`config.mk`:
```
export PLATFORM = sky130hd
export DESIGN_NAME = reg_dump_ctrl
export DESIGN_NICKNAME = d
export VERILOG_FILES = /design/src/rtl/reg_dump_pkg.sv /design/src/rtl/word_byte_serializer.sv /design/src/rtl/reg_dump_ctrl.sv
export SDC_FILE = /design/constraint.sdc
export NUM_CORES = 1
export LEC_CHECK = 0
export CAP_MARGIN = 20
export CORE_ASPECT_RATIO = 0.9
export CORE_UTILIZATION = 35
export CTS_CLUSTER_SIZE = 14
export DETAILED_ROUTE_END_ITERATION = 10
export DONT_BUFFER_PORTS = 1
export REMOVE_ABC_BUFFERS = 1
export SLEW_MARGIN = 10
export SYNTH_ARGS = -nofsm -noshare
export SYNTH_HDL_FRONTEND = slang
export SYNTH_SLANG_ARGS = --single-unit
```
`constraint.sdc`:
```
create_clock -name Clock -period 3.4 [get_ports Clock]
set_clock_uncertainty 0.05 [all_clocks]
set_input_delay 0.17 -clock Clock [delete_from_list [all_inputs] [get_ports Clock]]
set_output_delay 0.17 -clock Clock [all_outputs]
set_load 0.005 [all_outputs]
```
`src/rtl/reg_dump_pkg.sv`:
```
// Shared definitions for the register-file dump controller.
//
// Contents:
//   dump_state_e    - FSM state encoding (IDLE, HALT_WAIT, READ, SEND, DONE)
//   DEFAULT_DATA_W  - default register width
//   BYTES_PER_WORD  - bytes per register at the default width
//   bytes_per_word  - bytes per register for an arbitrary width
//   idx_width       - counter width for 0..n-1, never narrower than 1 bit
package reg_dump_pkg;

    typedef enum logic [2:0] {
        StIdle     = 3'd0,
        StHaltWait = 3'd1,
        StRead     = 3'd2,
        StSend     = 3'd3,
        StDone     = 3'd4
    } dump_state_e;

    localparam int unsigned DEFAULT_DATA_W = 32;
    localparam int unsigned BYTES_PER_WORD = DEFAULT_DATA_W / 8;

    function automatic int unsigned bytes_per_word(input int unsigned data_w);
        return data_w / 8;
    endfunction

    // $clog2(1) is 0, which would give a zero-width counter.
    function automatic int unsigned idx_width(input int unsigned n);
        return (n > 1) ? $clog2(n) : 1;
    endfunction

endpackage

```
`src/rtl/word_byte_serializer.sv`:
```
// Serialises one DATA_W word into bytes, most-significant byte first, over a
// valid/ready handshake.
//
// Ports:
//   clk         - clock, all state on posedge
//   reset       - synchronous active-high reset
//   load        - capture load_data, clear the byte count, start presenting bytes
//   load_data   - word to serialise
//   tx_ready    - downstream accepts tx_data this cycle
//   tx_data     - current byte (top byte of the shift register)
//   tx_valid    - tx_data is valid
//   last_accept - the final byte of the word is accepted this cycle
module word_byte_serializer
    import reg_dump_pkg::*;
#(
    parameter int unsigned DATA_W = DEFAULT_DATA_W
) (
    input  logic              clk,
    input  logic              reset,
    input  logic              load,
    input  logic [DATA_W-1:0] load_data,
    input  logic              tx_ready,
    output logic [7:0]        tx_data,
    output logic              tx_valid,
    output logic              last_accept
);

    localparam int unsigned    Bytes   = bytes_per_word(DATA_W);
    localparam int unsigned    CntW    = idx_width(Bytes);
    localparam logic [CntW-1:0] LastCnt = CntW'(Bytes - 1);

    logic [DATA_W-1:0] shift_q;
    logic [CntW-1:0]   cnt_q;
    logic              valid_q;
    logic              accept;

    assign accept      = valid_q & tx_ready;
    assign last_accept = accept && (cnt_q == LastCnt);

    always_ff @(posedge clk) begin
        if (reset) begin
            shift_q <= '0;
            cnt_q   <= '0;
            valid_q <= 1'b0;
        end else if (load) begin
            shift_q <= load_data;
            cnt_q   <= '0;
            valid_q <= 1'b1;
        end else if (accept) begin
            // Zeros shift in, so the register is empty once the word is out.
            shift_q <= shift_q << 8;
            cnt_q   <= last_accept ? '0 : cnt_q + CntW'(1);
            valid_q <= ~last_accept;
        end
    end

    // Byte only moves on accept, so it holds steady while the receiver stalls.
    assign tx_data  = shift_q[DATA_W-1 -: 8];
    assign tx_valid = valid_q;

endmodule

```
`src/rtl/reg_dump_ctrl.sv`:
```
// Register-file dump controller: halts the pipeline, then reads every register
// through read port 1 and streams each word MSB-first as bytes to a UART
// transmitter.
//
// Ports:
//   Clock, Reset        - clock and synchronous active-high reset
//   DumpStart           - one-cycle dump request (ignored while Busy)
//   PipeHalted          - pipeline is frozen (sampled only in HALT_WAIT)
//   PipeReadRegister1   - pipeline's own read-port-1 address
//   RfReadRegister1     - address driven to register-file read port 1
//   RfReadData1         - combinational read data from port 1
//   StallReq            - asks the pipeline to halt
//   TxData/TxValid      - byte stream to the transmitter
//   TxReady             - transmitter accepts the byte this cycle
//   Busy                - controller is not idle
//   Done                - one-cycle pulse after the last byte is accepted
module reg_dump_ctrl
    import reg_dump_pkg::*;
#(
    parameter int unsigned NUM_REGS = 32,
    parameter int unsigned ADDR_W   = 5,
    parameter int unsigned DATA_W   = 32
) (
    input  logic              Clock,
    input  logic              Reset,
    input  logic              DumpStart,
    input  logic              PipeHalted,
    input  logic [ADDR_W-1:0] PipeReadRegister1,
    output logic [ADDR_W-1:0] RfReadRegister1,
    input  logic [DATA_W-1:0] RfReadData1,
    output logic              StallReq,
    output logic [7:0]        TxData,
    output logic              TxValid,
    input  logic              TxReady,
    output logic              Busy,
    output logic              Done
);

    localparam int unsigned     IdxW    = idx_width(NUM_REGS);
    localparam logic [IdxW-1:0] LastIdx = IdxW'(NUM_REGS - 1);

    dump_state_e     state_q, state_d;
    logic [IdxW-1:0] idx_q, idx_d;
    logic            busy_q;
    logic            done_q;
    logic            ser_load;
    logic            ser_last;

    always_comb begin
        state_d = state_q;
        idx_d   = idx_q;
        case (state_q)
            StIdle: begin
                if (DumpStart) begin
                    state_d = StHaltWait;
                end
            end
            StHaltWait: begin
                if (PipeHalted) begin
                    state_d = StRead;
                    idx_d   = '0;
                end
            end
            StRead: begin
                state_d = StSend;
            end
            StSend: begin
                if (ser_last) begin
                    if (idx_q == LastIdx) begin
                        state_d = StDone;
                    end else begin
                        idx_d   = idx_q + IdxW'(1);
                        state_d = StRead;
                    end
                end
            end
            StDone: begin
                state_d = StIdle;
            end
            default: begin
                state_d = StIdle;
            end
        endcase
    end

    // Outputs are registered from the next state so they line up with state_q.
    always_ff @(posedge Clock) begin
        if (Reset) begin
            state_q <= StIdle;
            idx_q   <= '0;
            busy_q  <= 1'b0;
            done_q  <= 1'b0;
        end else begin
            state_q <= state_d;
            idx_q   <= idx_d;
            busy_q  <= (state_d != StIdle);
            done_q  <= (state_d == StDone);
        end
    end

    // The pipeline keeps the read port until it has actually halted.
    always_comb begin
        if (state_q == StIdle || state_q == StHaltWait) begin
            RfReadRegister1 = PipeReadRegister1;
        end else begin
            RfReadRegister1 = ADDR_W'(idx_q);
        end
    end

    assign ser_load = (state_q == StRead);

    word_byte_serializer #(
        .DATA_W (DATA_W)
    ) u_serializer (
        .clk         (Clock),
        .reset       (Reset),
        .load        (ser_load),
        .load_data   (RfReadData1),
        .tx_ready    (TxReady),
        .tx_data     (TxData),
        .tx_valid    (TxValid),
        .last_accept (ser_last)
    );

    // Stall request and busy cover exactly the same states.
    assign StallReq = busy_q;
    assign Busy     = busy_q;
    assign Done     = done_q;

endmodule

```
==> flow_summary.ini <==
[status]
status = complete, but fails checks
violations = DRC

[worst_setup_path]
crit_path_end_kind = flip-flop
crit_type = flip-flop to flip-flop
cp_top_family = buffers and inverters
r2r_start = state_q[1]$_SDFF_PP0_
worstPathCellList = nand3_2, buf_4, a311oi_1, dlygate4sd3_1
crit_start = state_q[1]$_SDFF_PP0_
start_kind = flip-flop
cp_max_fo = 32
critical_path_buf_inv_count = 2
reg2reg_slack_ps = 890
cpMaxStageDelayCell = nand3_2
cp.arrival_ps = 2690
crit_required_ps = 3580
cpPeakStageDelay_ps = 590

[synth]
synth_top_area_cell = dfxtp_1
synth-async-reset-ratio_pct = 0
synth_warnings = 0
avgSynthCellArea_um2 = 8.210
syn_inst = 258
ys_ff_latch = 45
syn_area_um2 = 2118
synth_edf_count = 0
ys_seq_area_share_pct = 42.53
yosys-top-cells-area = dfxtp_1 43%, a311oi_1 9.9%, nand3_1 8.3%
ys.flop_type = dfxtp_1
synthDistinctLibCells = 30
synth_top_area_share_pct = 42.53

[clock_network]
cts-buffers-inserted = 5
clock-sinks = 45
clockBufferDepth = 2
clk_pin_slew_ps = 80
htreeDepth = 2
clk_latency_ps = 290
cts_tree = built
root_buffer = clkbuf_8

[route]
totalWireLength_um = 4936
avgRoutedWirePerCell_um = 14.69
viasPerCell = 5.384
via_count = 1809
drtIter0Drc = 97
dr.pass1.iters = 8
drcViolationCount = 10
antenna_left = 0

[power]
p_per_area_nw_per_um2 = 449.8
pwr-share-clk_pct = 35.3
p_int_mw = 0.8339
p_leak_nw = 0.8471
power.total_mw = 1.106
switchingPower_mw = 0.2726
irDropWorstVdd_uv = 125.8
seq_power_share_pct = 52.2
pwr-share-comb_pct = 12.5
swShare_pct = 24.64

[sta]
rsz0062_at_grt = false
slew_violations = 0
setup_viol_count_final = 0
finalHoldViolations = 0
setup_ws_ps = 891.6
tns_ps = 0
max_freq_mhz = 398.7
period_share_pct = 73.78
worst_pin_slew_ps = 823.9
finalCriticalPeriod_ps = 2508
relSlewSlack_pct = 44.94
hold-worst-slack_ps = 5.963

[die]
die_area_um2 = 6368
io_pins = 59
num_rows = 26
die_h_um = 75.81
die_x_um = 84.01
start_util_pct = 36.79
core_area_um2 = 5758

[final_layout]
num-fill-cells = 601
layout-drive-gt1-share_pct = 7.143
nets = 311
areaGrowthSynthToFinish_pct = 16.13
insertedDiodeCount = 0

[placed_design]
pre_cts_ws_ps = 1405
port_buffers = 0
gp_congestion = 0.7397
hpwl_um = 2857

[global_routing]
overflow = 0
grt_pass1_wl_um = 8121
antenna_found_initial = 0
track_usage_pct = 16.23
grt_pass1_vias = 1713
grt_max_degree = 42

[min_path]
hold_start = TxReady
hp-class = primary input to flip-flop

[flow_run]
maxCapViolCount = 0
power by group through the flow:
stage	logic [mW]	clock network [mW]	registers [mW]
3_5_place_dp	0.0979	0	0.590
5_1_grt	0.154	0.424	0.583
6_report	0.138	0.391	0.578
4_1_cts	0.138	0.403	0.578
2_1_floorplan	0.0735	0	0.590
3_3_place_gp	0.0955	0	0.589
cell families after synthesis:
logic type | synth area share (%)
AO/OA/AOI/OAI | 17.01
XOR/XNOR | 0.4135
adder cells (fa/ha/maj) | 1.772
buffers and inverters | 9.273
flip-flops | 42.53
multiplexers | 3.012
AND/OR/NAND/NOR | 25.99
layout by cell type (no fill, tap or decap), types with 2 or more instances in the layout:
| cell type | count |
|---|---|
| nand3_1 | 34 |
| a211oi_1 | 2 |
| inv_1 | 5 |
| ha_1 | 3 |
| dfxtp_1 | 45 |
| a21o_1 | 2 |
| clkbuf_8 | 5 |
| mux2i_1 | 3 |
| nand2_1 | 37 |
| buf_4 | 3 |
| nor3_1 | 5 |
| a311oi_1 | 24 |
| nand2b_1 | 3 |
| o21ai_0 | 3 |
| nor2_1 | 31 |
| dlygate4sd3_1 | 28 |
| a21oi_1 | 13 |
| mux2_2 | 3 |
| and3_1 | 3 |
repair_timing:
| item | in CTS | in global routing |
|---|---|---|
| gates resized for setup | 0 | 0 |
| endpoints found under the setup margin | 0 | 0 |
| hold endpoints to repair | 41 | 0 |
| hold buffers | 29 | 0 |
| buffers inserted | 0 | 0 |
registers in the layout, indices dropped and copies added, names as in the netlist:
name,count
idx_q,5
u_serializer.shift_q,32
state_q,3
u_serializer.cnt_q,2
Busy,1
Done,1
u_serializer.tx_valid,1
cell usage after synthesis, types with 2 or more instances:
cell / instances
a21o_1: 2
nor3_1: 5
nor2_1: 31
o21ai_0: 3
buf_4: 10
nand3_1: 35
mux2i_1: 3
nand2b_1: 3
buf_6: 2
buf_2: 7
mux2_2: 3
inv_1: 5
a211oi_1: 2
ha_1: 3
dfxtp_1: 45
clkbuf_1: 12
a311oi_1: 24
and3_1: 3
a21oi_1: 13
nand2_1: 37
final cells by class:
cell class	count	area [µm²]	area share [%]
Sequential cell	45	900.9	36.62
Multi-Input combinational cell	177	1026	41.71
Clock buffer	5	68.82	2.798
Clock inverter	2	35.03	1.424
Tap cell	70	87.58	3.561
Inverter	5	18.77	0.7630
Timing Repair Buffer	32	322.8	13.12
stage by stage:
step                instance area, µm²  util (%)  std cells
floorplan                         1941         -        227
global placement                  2056     35.70        300
detailed placement                2056     35.70        300
CTS                               2460     42.72        336
global route                      2460     42.72        336
finish                            2460     42.72        336
worst paths after layout:
kind | endpoint | depth (start not counted)
max | u_serializer.shift_q[27]$_SDFFE_PP0P_ | 4
min | u_serializer.shift_q[29]$_SDFFE_PP0P_ | 2
max reg2reg | u_serializer.shift_q[27]$_SDFFE_PP0P_ | 4
min reg2reg | u_serializer.shift_q[2]$_SDFFE_PP0P_ | 2
metal layers:
layer | track usage (%) | part of all wire (%) | vias to the layer above
li1 | - | - | 912
met1 | 19.87 | 45 | 851
met2 | 27.14 | 47 | 42
met3 | 5.850 | 6.3 | 4
met4 | 5.172 | 0.89 | 0
met5 | 0 | 0 | -
No activity file was read; power rests on OpenSTA's default activity.
